[config.mk]
export PLATFORM = sky130hd
export DESIGN_NAME = enc8to3_serializer
export DESIGN_NICKNAME = d
export VERILOG_FILES = /design/src/rtl/enc8to3_serializer.sv
export SDC_FILE = /design/constraint.sdc
export NUM_CORES = 1
export LEC_CHECK = 0
export ABC_AREA = 0
export BUFFER_PORTS_ARGS = -buffer_cell sky130_fd_sc_hd__buf_2
export CORE_AREA = 10 10 47 49
export CTS_CLUSTER_SIZE = 25
export DETAILED_ROUTE_END_ITERATION = 16
export DIE_AREA = 0 0 57 59
export GPL_TIMING_DRIVEN = 0
export PLACE_DENSITY = 0.79
export SETUP_SLACK_MARGIN = 0.2
export SLEW_MARGIN = 0
export SYNTH_ARGS = -nofsm -noshare
export SYNTH_HDL_FRONTEND = slang
export SYNTH_SLANG_ARGS = --single-unit
export TNS_END_PERCENT = 30
[constraint.sdc]
create_clock -name clk -period 3.4 [get_ports clk]
set_input_delay 0.51 -clock clk [delete_from_list [all_inputs] [get_ports clk]]
set_output_delay 0.51 -clock clk [all_outputs]
set_load 0.01 [all_outputs]
[src/rtl/enc8to3_serializer.sv]
// rtl/enc8to3_serializer.sv - multi-hot 8-bit vector to serial 3-bit index beats
// Accepts one vector in IDLE, then emits one index per transfer while in SCAN.
module enc8to3_serializer #(
  parameter int N         = 8,
  parameter int W         = 3,
  parameter bit LSB_FIRST = 1'b1
) (
  input  logic         clk,
  input  logic         rst_n,
  input  logic         en,
  input  logic         in_vld,
  input  logic [N-1:0] in,
  output logic         in_rdy,
  output logic [W-1:0] out,
  output logic         out_vld,
  input  logic         out_rdy,
  output logic         out_last,
  output logic         err_zero,
  output logic         busy
);

  typedef enum logic {IDLE, SCAN} state_t;

  localparam logic [N-1:0] ONE = {{(N-1){1'b0}}, 1'b1};

  state_t         state, state_nxt;
  logic [N-1:0]   pend, pend_nxt, sel_mask;
  logic [W-1:0]   idx;
  logic           single, can_accept, accept_zero;

  // Priority pick: the last match written wins, so scan direction sets the order.
  always_comb begin
    idx = '0;
    if (LSB_FIRST) begin
      for (int i = N - 1; i >= 0; i--)
        if (pend[i]) idx = W'(i);
    end else begin
      for (int i = 0; i < N; i++)
        if (pend[i]) idx = W'(i);
    end
  end

  assign sel_mask   = ONE << idx;
  assign single     = (pend != '0) && ((pend & (pend - ONE)) == '0);
  assign can_accept = (state == IDLE) && en;
  assign accept_zero = can_accept && in_vld && (in == '0);

  always_comb begin
    state_nxt = state;
    pend_nxt  = pend;
    in_rdy    = 1'b0;
    out_vld   = 1'b0;
    busy      = 1'b0;
    case (state)
      IDLE: begin
        // rst_n gate keeps in_rdy low while reset is held; flops never see it.
        in_rdy = can_accept && rst_n;
        if (can_accept && in_vld && (in != '0)) begin
          pend_nxt  = in;
          state_nxt = SCAN;
        end
      end
      SCAN: begin
        busy    = 1'b1;
        out_vld = en;
        if (en && out_rdy) begin
          pend_nxt = pend & ~sel_mask;
          if (single) state_nxt = IDLE;
        end
      end
      default: state_nxt = IDLE;
    endcase
  end

  assign out      = idx;
  assign out_last = out_vld && single;

  always_ff @(posedge clk or negedge rst_n) begin
    if (!rst_n) begin
      state    <= IDLE;
      pend     <= '0;
      err_zero <= 1'b0;
    end else begin
      state    <= state_nxt;
      pend     <= pend_nxt;
      err_zero <= accept_zero;
    end
  end

endmodule

Word level (Yosys, flattened, before mapping)
Index checks and enable logic that the tools add are counted.

operators by class
  add/sub/neg operators = 1
  eq/ne operators = 2
  shift operators = 1
  multiplexer cells = 18
  bitwise gates (word level) = 4
  reduce and logical (&&, ||, !) cells = 13

operator list
  kind                 count
  $mux 3               8
  $and 8x8->8          2
  $logic_not 8->1      2
  $mux 8               2
  $pmux 8 s2           1
  $reduce_bool 8->1    2
  $logic_and 1x1->1    8
  $not 8->8            1
  $shl 1x3->8 const A  1
  $sub 8x1->8 const B  1
  $mux 1               6
  $ne 2x1->1 const B   2
  $pmux 1 s2           1
  $reduce_and 2->1     1
  $not 1->1            1

word-level totals
  flip-flop bits (word level) = 10
  input port bits = 13
  output and inout bits = 8
  word-level logic and storage cells = 42

Logic depth before layout (Yosys ltp)
  word-level depth = 13
  depth in mapped cells = 5
  mapped depth without buffers = 4

Worst setup path after synthesis
OpenSTA, ideal clock, no wires.

  path type = flip-flop to output port
  from = register pend[3]
  to = output port out_last
  arrival time = 1.524 ns
  data required time = 2.890 ns
  path slack = 1.366 ns
  stages on the path, launching flop included = 6
  path buffers = 1
  cell sequence = dfrtp_1 > or4_1 > buf_2 > a211oi_1 > a21o_1 > and3_1

on the way
  longest elaborated chain between the ends = 5
  elaborated cells on any way between the ends = 6
  those cells by class = add/sub (1); bitwise (1); reduce/logical (4)

ends and longest elaborated chain
  item                    RTL line  source
  start, declared         27        logic [N-1:0] pend, pend_nxt, sel_mask;
  start signal, assigned  85        pend <= pend_nxt;
  $sub 8x1->8             44        assign single = (pend != '0) && ((pend & (pend - ONE)) == '0);
  $and 8x8->8             44
  $logic_not 8->1         44
  $logic_and 1x1->1 (*)   44
  $logic_and 1x1->1 (*)   76        assign out_last = out_vld && single;
  end, declared           17        output logic out_last,

Mark *: on every way between the ends. The rest lies on a longest branch, timed or not.

Final worst setup path
  from = register pend[2]
  to = output port out_last

The elaborated chain is that of the path after synthesis.

==> metrics <==
die area=about 3400 um2; reg2reg path depth=5; flop2flop setup slack=1690 ps; Clk pin slew, worst setup/hold paths=~60 ps; critical path arrival=1960 ps; Int Power=0.000430 W; Die Ht=59 um; commonest cells in the netlist=dfrtp_1, o21ai_0, a22o_1, nor2_1, nand2_1; share of cells above drive strength 1=approximately 33%; worst skew pair latency=260 ps; Yosys reg bits=10; CP endpoint kind=output pin; Max Cap Viol=0; DR vias=672; fin nets=about 110; Pleak=0.406 nW; Finished Layout Cells=115; Root Driver=clkbuf_4; Worst path most repeated cell=buf_2; period utilisation layout=72.6%; Reg area=between 200 and 300 um2; CP Cell Sequence=or4_1 > buf_2 > a211oi_1 > a21o_1 > and3_1 > buf_2; worst path bufs/invs=2; HP Class=in2async; Crit-path slowest cell=or4_1; RSZ-0062 raised after global routing=false; Slew Limit Fails=0; # resized after CTS=0; Syn Nets=89; number of synthesized flops with an enable pin=0; # clock sinks=10; status=complete, no violations; Setup crit end=out_last; library cells used by synthesis=33; I/O Buffers=20; Die W=57 um; Remaining DRCs=0; post-synth top area cell=dfrtp_1; hold_buf cts=0; Ports=21; Clock power frac=10.2%; routed wire length=1.65 mm; Reg-to-Reg End=pend[7]; H-tree Lvls=1; placed instance count=112; Reg power frac=30.4%; critical path class=reg2out; final clock skew=2.07 ps; Hold Slack=roughly 100 ps; worst setup path start=pend[2]; GPL Wtd Cong=0.831; Ant. Diodes=0; via density per instance=5.84; Total Routing Usage GR=between 10% and 20%; Slew HR=72.2%; Post-Syn Area=667 um2; Max clock buf depth=2; Async SR Flop Fraction=100%; Post-Syn Area per Cell=8.77 um2; pwr dens=approximately 940 nW/um2; P_sw=0.000328 W; Comb pwr share=59.4%; Ys Warns=0; via count of the first global-routing pass=632; Peak Freq=~400 MHz; Worst EP required=between 2000 and 3000 ps; crit start category=flop; most frequent cell after synthesis=dfrtp_1; ys flop type=dfrtp_1; cell types occupying the most area after synthesis=dfrtp_1, a22o_1, o21ai_0, nor2_1, a21oi_1; Tightest Pin Transition=414 ps; CP max stage delay=510 ps; WL/cell=14.3 um; largest net degree at the start of global routing=12; fin crit period=2470 ps; Detailed Place HPWL=approximately 1.3 mm; row count=14; post-CTS setup buffer count=0; worst r2r src=pend[2]; GRT overflow=0; WP depth=6; family with the most delay on the worst path=simple AND/OR/NAND/NOR gates; CTS Buf Count=3; final setup vio count=0; area grow syn2layout=21.4%; share of the synthesized area in the top cell type=37.5%; Switching Share=between 40% and 50%; Starting Density=47.6%; Max FO, Critical Path=7; post-synthesis cell count=76; Seq/Total Area, Yosys=approximately 38%; Antenna Nets Post-Route=0; DRT Pass-1 Iters=4; setup TNS=0 ps; Starting DRT DRC Count=7; Multi-input gate area=363 um2; CTS tree=done; VDD IR max=roughly 360 uV; fillcell total=approximately 140; core area=1400 um2; Final Hold Viols=0; first-pass GRT wire length=approximately 2.9 mm; initial antenna violation count=0
[metal layers]
| layer | share of wire (%) | global-route usage [%] | up-vias |
|---|---|---|---|
| met5 | 0 | 0 | - |
| met1 | 46 | 12.7 | 318 |
| met3 | 3.7 | 3.43 | 5 |
| li1 | - | - | 337 |
| met2 | 48 | 16.6 | 12 |
| met4 | 2.0 | 6.04 | 0 |
[worst min-delay path by stage]
| stage | from | depth (start not counted) | slack, ps | end |
|---|---|---|---|---|
| floorplan | rst_n | 0 | 210 | err_zero |
| global placement | rst_n | 1 | 380 | pend[3] |
| detailed placement | rst_n | 1 | 380 | pend[2] |
| CTS | rst_n | 1 | 100 | pend[2] |
| global route | rst_n | 1 | 100 | pend[2] |
| finish | rst_n | 1 | 100 | pend[2] |
[per-stage QoR]
stage	instance area, um2	util [%]	total power [W]	setup WS [ps]
floorplan	667	-	0.000556	1370
global placement	787	56.2	0.000678	1220
detailed placement	787	56.2	0.000685	1210
CTS	810	57.8	0.000767	912
global route	810	57.8	0.000850	728
finish	810	57.8	0.000758	930
[placed cells by master, fill, tap and decap left out, types with 2 or more instances in the layout]
cell type / Yosys / routed
dfrtp_1: 10 / 10
and3_1: 2 / 2
nor2_1: 6 / 6
a22o_1: 7 / 7
o21ai_1: 3 / 3
nor4_1: 2 / 2
o21ai_0: 9 / 9
o31ai_1: 2 / 2
nand2_1: 5 / 5
inv_1: 2 / 2
buf_2: 2 / 22
a21oi_1: 4 / 4
a31oi_1: 2 / 2
clkbuf_4: 0 / 3
[final cells by class]
class | count | share of cell area (%)
Multi-Input combinational cell | 58 | 44.8
Sequential cell | 10 | 30.9
Timing Repair Buffer | 20 | 12.4
Buffer | 6 | 5.72
Clock buffer | 3 | 2.78
Tap cell | 16 | 2.47
Inverter | 2 | 0.927
[kinds of logic (layout without fill, tap and decap cells)]
logic type	after synthesis	after routing	share of synthesized area (%)
DFF	10	10	37.5
buffers and inverters	8	31	8.07
AOI/OAI and AO/OA	34	34	34.5
and+or+nand+nor	24	24	19.9
[flip-flops by register name, summed over array words and instances, names as in the netlist]
name,flops
err_zero,1
state,1
pend,8
[power by group through the flow]
stage                     Clock (W)  Combinational (W)  Sequential, W
after floorplan                   0           0.000337       0.000219
after global placement            0           0.000448       0.000230
after detailed placement          0           0.000453       0.000232
after CTS                 0.0000818           0.000455       0.000230
after global routing      0.0000896           0.000519       0.000242
final                     0.0000773           0.000450       0.000231
(Power assumes the default switching activity.)
